## src/rtl/uart_rx_if.sv

```systemverilog
// Receive-side bundle for the 8N1 UART receiver: the serial line in, the recovered byte and strobes out.
// The receiver takes the slave view; the serial source and byte consumer take the master view.
interface uart_rx_if;
    logic       input_rx;
    logic [7:0] data_byte;
    logic       data_valid;
    logic       frame_error;
    logic       busy;

    modport master (
        output input_rx,
        input  data_byte,
        input  data_valid,
        input  frame_error,
        input  busy
    );

    modport slave (
        input  input_rx,
        output data_byte,
        output data_valid,
        output frame_error,
        output busy
    );
endinterface

```

## src/rtl/uart_rx.sv

```systemverilog
// 8N1 UART receiver: synchronizes the serial line, samples every bit at its middle and
// reports each frame as a one-cycle data_valid (good stop bit) or frame_error (bad stop bit).
module uart_rx #(
    parameter int CLK_FREQ     = 10_000_000,
    parameter int BAUDRATE     = 115_200,
    parameter int CLKS_PER_BIT = CLK_FREQ / BAUDRATE,
    parameter int HALF_BIT     = CLKS_PER_BIT / 2
) (
    input  logic     clk,
    input  logic     rst_n,
    uart_rx_if.slave rx
);

    localparam logic [15:0] BIT_LAST  = 16'(CLKS_PER_BIT - 1);
    localparam logic [15:0] HALF_LAST = 16'(HALF_BIT - 1);

    typedef enum logic [2:0] {
        IDLE,
        START,
        DATA,
        STOP,
        WAIT_IDLE
    } state_t;

    state_t      state;
    state_t      state_next;
    logic [15:0] clk_count;
    logic [15:0] clk_count_next;
    logic [2:0]  bit_index;
    logic [2:0]  bit_index_next;
    logic [7:0]  shift_reg;
    logic [7:0]  shift_reg_next;
    logic [7:0]  data_byte;
    logic [7:0]  data_byte_next;
    logic        data_valid;
    logic        data_valid_next;
    logic        frame_error;
    logic        frame_error_next;
    logic        rx_meta;
    logic        rx_sync;

    // Two-flop synchronizer; resets to the idle-high line level so reset never fakes a start edge.
    always_ff @(posedge clk or negedge rst_n) begin
        if (!rst_n) begin
            rx_meta <= 1'b1;
            rx_sync <= 1'b1;
        end else begin
            rx_meta <= rx.input_rx;
            rx_sync <= rx_meta;
        end
    end

    always_ff @(posedge clk or negedge rst_n) begin
        if (!rst_n) begin
            state       <= IDLE;
            clk_count   <= 16'd0;
            bit_index   <= 3'd0;
            shift_reg   <= 8'h00;
            data_byte   <= 8'h00;
            data_valid  <= 1'b0;
            frame_error <= 1'b0;
        end else begin
            state       <= state_next;
            clk_count   <= clk_count_next;
            bit_index   <= bit_index_next;
            shift_reg   <= shift_reg_next;
            data_byte   <= data_byte_next;
            data_valid  <= data_valid_next;
            frame_error <= frame_error_next;
        end
    end

    always_comb begin
        state_next       = state;
        clk_count_next   = clk_count;
        bit_index_next   = bit_index;
        shift_reg_next   = shift_reg;
        data_byte_next   = data_byte;
        data_valid_next  = 1'b0;
        frame_error_next = 1'b0;

        unique case (state)
            IDLE: begin
                if (!rx_sync) begin
                    clk_count_next = 16'd0;
                    state_next     = START;
                end
            end

            // A start bit that is no longer low at its middle was a glitch.
            START: begin
                if (clk_count == HALF_LAST) begin
                    if (!rx_sync) begin
                        clk_count_next = 16'd0;
                        bit_index_next = 3'd0;
                        state_next     = DATA;
                    end else begin
                        state_next = IDLE;
                    end
                end else begin
                    clk_count_next = clk_count + 16'd1;
                end
            end

            DATA: begin
                if (clk_count == BIT_LAST) begin
                    clk_count_next            = 16'd0;
                    shift_reg_next[bit_index] = rx_sync;
                    if (bit_index == 3'd7) begin
                        bit_index_next = 3'd0;
                        state_next     = STOP;
                    end else begin
                        bit_index_next = bit_index + 3'd1;
                    end
                end else begin
                    clk_count_next = clk_count + 16'd1;
                end
            end

            // Leaving at mid-stop-bit leaves half a bit to catch an immediately following start edge.
            STOP: begin
                if (clk_count == BIT_LAST) begin
                    clk_count_next = 16'd0;
                    if (rx_sync) begin
                        data_byte_next  = shift_reg;
                        data_valid_next = 1'b1;
                        state_next      = IDLE;
                    end else begin
                        frame_error_next = 1'b1;
                        state_next       = WAIT_IDLE;
                    end
                end else begin
                    clk_count_next = clk_count + 16'd1;
                end
            end

            WAIT_IDLE: begin
                if (rx_sync) begin
                    state_next = IDLE;
                end
            end

            default: begin
                state_next = IDLE;
            end
        endcase
    end

    assign rx.data_byte   = data_byte;
    assign rx.data_valid  = data_valid;
    assign rx.frame_error = frame_error;
    assign rx.busy        = (state != IDLE);

endmodule
```

## src/flat_wrapper.sv

```systemverilog
// flat-port wrapper written by rule: the top's interface ports become plain ports
module uart_rx_flat 
#(
    parameter int CLK_FREQ     = 10_000_000,
    parameter int BAUDRATE     = 115_200,
    parameter int CLKS_PER_BIT = CLK_FREQ / BAUDRATE,
    parameter int HALF_BIT     = CLKS_PER_BIT / 2
)
  (clk, rst_n, rx_input_rx, rx_data_byte, rx_data_valid, rx_frame_error, rx_busy);
  uart_rx_if rx_i ();
  input  logic clk;
  input  logic rst_n;
  input wire logic [$bits(rx_i.input_rx)-1:0] rx_input_rx;
  output wire logic [$bits(rx_i.data_byte)-1:0] rx_data_byte;
  output wire logic [$bits(rx_i.data_valid)-1:0] rx_data_valid;
  output wire logic [$bits(rx_i.frame_error)-1:0] rx_frame_error;
  output wire logic [$bits(rx_i.busy)-1:0] rx_busy;
  assign rx_i.input_rx = rx_input_rx;
  assign rx_data_byte = rx_i.data_byte;
  assign rx_data_valid = rx_i.data_valid;
  assign rx_frame_error = rx_i.frame_error;
  assign rx_busy = rx_i.busy;
  uart_rx #(.CLK_FREQ(CLK_FREQ), .BAUDRATE(BAUDRATE), .CLKS_PER_BIT(CLKS_PER_BIT), .HALF_BIT(HALF_BIT)) u_core (.clk(clk), .rst_n(rst_n), .rx(rx_i));
endmodule
```

## config.mk

```make
export PLATFORM = sky130hd
export DESIGN_NAME = uart_rx_flat
export DESIGN_NICKNAME = d
export VERILOG_FILES = /design/src/rtl/uart_rx_if.sv /design/src/rtl/uart_rx.sv /design/src/flat_wrapper.sv
export SDC_FILE = /design/constraint.sdc
export NUM_CORES = 1
export LEC_CHECK = 0
export CAP_MARGIN = 20
export CORE_MARGIN = 3
export CORE_UTILIZATION = 45
export DETAILED_ROUTE_END_ITERATION = 8
export GPL_TIMING_DRIVEN = 0
export PLACE_DENSITY = 0.67
export REMOVE_ABC_BUFFERS = 1
export SYNTH_ARGS = -nofsm -noshare
export SYNTH_HDL_FRONTEND = slang
export SYNTH_SLANG_ARGS = --single-unit
```

## constraint.sdc

```tcl
create_clock -name clk -period 3.1 [get_ports clk]
set_input_delay 0.62 -clock clk [delete_from_list [all_inputs] [get_ports clk]]
set_output_delay 0.62 -clock clk [all_outputs]
set_load 0.02 [all_outputs]
```

==> out/qor.yml <==
fin_nets: 231
grt_pass1_wl_um: 7250
required_ns: 3.29
drv_cap: 0
vias_per_cell: 5.85
synth-edff-count: 0
routedWlPerCell_um: 15.5
drt-initial-drc-count: 128
hold_viol_final: 0
io_buffer_count: 13
grt_max_degree: 28
muxShareOfSynthArea_pct: 8.84
finalWorstPathRequiredPeriod_ns: 2.49
grt-ovfl-total: 0
dp_cells: 268
cp-start-kind: "register"
netlist_instances: 210
switching_share_pct: 25.9
grt_pass1_vias: 1501
maxSlewViolCount: 0
crit_buf_inv: 1
combinationalPowerShare_pct: 10.5
wl_um: 4270
die_area_mm2: 0.00568
max_stage_delay_ns: 0.56
dp_hpwl_um: 2930
vias: 1615
routabilityCongestion: 0.789
antenna_found_initial: 0
start_util_pct: 48.1
io-pin-count: 14
fillers: 402
yosys_warnings: 0
cts_buffer_depth: 2
fin_cells: 276
internal_power_mw: 0.859
p_clk_share_pct: 37.5
cp.arrival_ns: 2.68
cts_root_buf: "clkbuf_8"
synth_cell_types: 41
end_kind: "register"
synth-compound-area-share_pct: 13.2
grt_setup_unrepaired: "no"
pwr-share-seq_pct: 52.0
syn_to_final_growth_pct: 13.2
dr.pass1.iters: 4
worst_pin_slew_ns: 0.844
post-route-period-util_pct: 80.2
switchingPower_mw: 0.300
status: "completed"
largest_reg_flops: 16
grt_use_total_pct: 16.7
clock_sinks: 42
cp_top_family: "compound AO/OA/AOI/OAI gates"
post-cts-setup-buffers: 0
peakVddDrop_mv: 0.202
synth_fa_ha_area_share_pct: 2.89
die_h_um: 75.4
yosysSeqAreaShare_pct: 48.7
num_rows: 24
drive_above_1_share_pct: 16.1
crit_chain: "inv_1, ha_1, nor4bb_1, nand4_2, a31o_1, a221o_1, a21o_1"
crit_type: "reg2reg"
post-route-util_pct: 54.4
max-slew-margin-rel_pct: 43.7
pwr_density_cell_mw_per_mm2: 473
hold_buffers: 0
avgSynthCellArea_um2: 10.3
synth_simple_gate_area_share_pct: 22.1
async_reset_ff_share_pct: 100
setup_viol: 0
htree_levels: 2
synth_top_family_by_area: "simple AND/OR/NAND/NOR gates"
n_antenna_cell: 0
cts_resized: 0
ys_seq_elements: 42
drc_errors: 0
skew_ns: 0.00233
clock_latency_ns: 0.30
ant_nets: 0
fmax_ghz: 0.402
p_leak_nw: 1.10
path_max_fanout: 27
dominantRegCellSynth: "dfrtp_1"
hp-class: "in2async"
clk_pin_slew_worst_paths_ns: 0.08
cts_made_buffers: 5
syn_area_mm2: 0.00216
cp_slowest_cell: "a31o_1"
die_width_um: 75.4
synth-xor-area-share_pct: 0.809
core-area_mm2: 0.00450
cts_tree: "yes"
fin_setup_tns_ns: 0
worst register-to-register path, delay by kind of cell (launching register included):
kind	cells	cell delay (ns)
flops	1	0.42
simple gates	2	0.53
compound gates	3	1.16
buf+inv	1	0.12
fa+ha+maj	1	0.16
metrics by stage:
| step | setup WS [ns] | area [µm²] | hold slack [ns] | total power [mW] |
|---|---|---|---|---|
| after detailed placement | 0.614 | 2340 | 0.347 | 0.736 |
| after CTS | 0.615 | 2450 | 0.300 | 1.17 |
| after global routing | 0.485 | 2450 | 0.317 | 1.21 |
| after floorplan | 0.903 | 2120 | 0.324 | 0.687 |
| final | 0.613 | 2450 | 0.279 | 1.16 |
| after global placement | 0.309 | 2320 | 0.346 | 0.727 |
power by group through the flow:
stage | Combinational [mW] | Clock (mW) | Sequential (mW)
after global placement | 0.115 | 0 | 0.612
after CTS | 0.123 | 0.441 | 0.602
final | 0.122 | 0.434 | 0.602
after floorplan | 0.0835 | 0 | 0.604
after global routing | 0.139 | 0.466 | 0.607
after detailed placement | 0.123 | 0 | 0.613
synthesized netlist by cell type, types with 2 or more instances:
cell / instances / share of area, %
a21o_1: 3 / 1.0
nand2_1: 14 / 2.4
xnor2_1: 2 / 0.81
nor2b_1: 3 / 0.87
a31oi_1: 10 / 2.9
nor3_2: 3 / 1.4
nor2_1: 18 / 3.1
nor4bb_1: 2 / 0.92
a21oi_1: 15 / 3.5
inv_1: 9 / 1.6
a41oi_1: 2 / 0.81
clkbuf_1: 3 / 0.52
nand2b_1: 7 / 2.0
nand4_1: 4 / 1.2
nand3_1: 13 / 3.0
buf_2: 4 / 0.92
ha_1: 5 / 2.9
nor3_1: 5 / 1.2
dfstp_2: 2 / 2.4
o22ai_1: 2 / 0.58
nor4_1: 2 / 0.58
mux2_2: 16 / 8.3
a22o_1: 4 / 1.6
or3_1: 2 / 0.58
dfrtp_1: 40 / 46
o21ai_0: 5 / 1.2
worst paths after layout:
kind                                                 start                            endpoint  slack, ns  cells after the start
setup / recovery           u_core.clk_count[0]$_DFFE_PN0P_     u_core.clk_count[8]$_DFFE_PN0P_       0.61                      7
hold / removal                                       rst_n  u_core.rx.data_byte[6]$_DFFE_PN0P_       0.28                      1
setup reg to reg           u_core.clk_count[0]$_DFFE_PN0P_     u_core.clk_count[8]$_DFFE_PN0P_       0.61                      7
hold reg to reg                   u_core.rx_meta$_DFF_PN1_            u_core.rx_sync$_DFF_PN1_       0.36                      0
max in group asynchronous                            rst_n     u_core.shift_reg[0]$_DFFE_PN0P_       2.34                      2
min in group clk                  u_core.rx_meta$_DFF_PN1_            u_core.rx_sync$_DFF_PN1_       0.36                      0
area by class of cell:
cell class / instances / area (µm²) / share of cell area [%]
Tap cell: 52 / 65.1 / 2.66
Timing Repair Buffer: 14 / 153 / 6.23
Inverter: 9 / 33.8 / 1.38
Sequential cell: 42 / 1050 / 43.0
Clock inverter: 2 / 37.5 / 1.53
Clock buffer: 6 / 72.6 / 2.96
Multi-Input combinational cell: 151 / 1030 / 42.2
metal layers:
metal	up-vias	global-route usage, %	routed length, µm	part of all wire, %
met5	-	0	0	0
met4	0	7.57	85	2.0
met3	8	2.37	143	3.3
met2	29	23.8	1970	46
met1	783	25.1	2080	49
li1	795	-	-	-
cell usage in the layout (no fill, tap or decap), drive strengths merged, types with 7 or more instances in the layout:
cell and count:
clkdlybuf4s50 12, nand2 14, mux2 17, nand2b 7
dfrtp 40, nand3 13, inv 9, nor3 8
nor2 18, a31oi 10, a21oi 15
kinds of logic (layout without fill, tap and decap cells):
logic type	after synthesis	in the layout
flops	42	42
simple gates	82	82
mux	17	17
buf+inv	17	31
compound gates	45	45
xor+xnor	2	2
fa+ha+maj	5	5
Power figures use the tool's default switching activity.
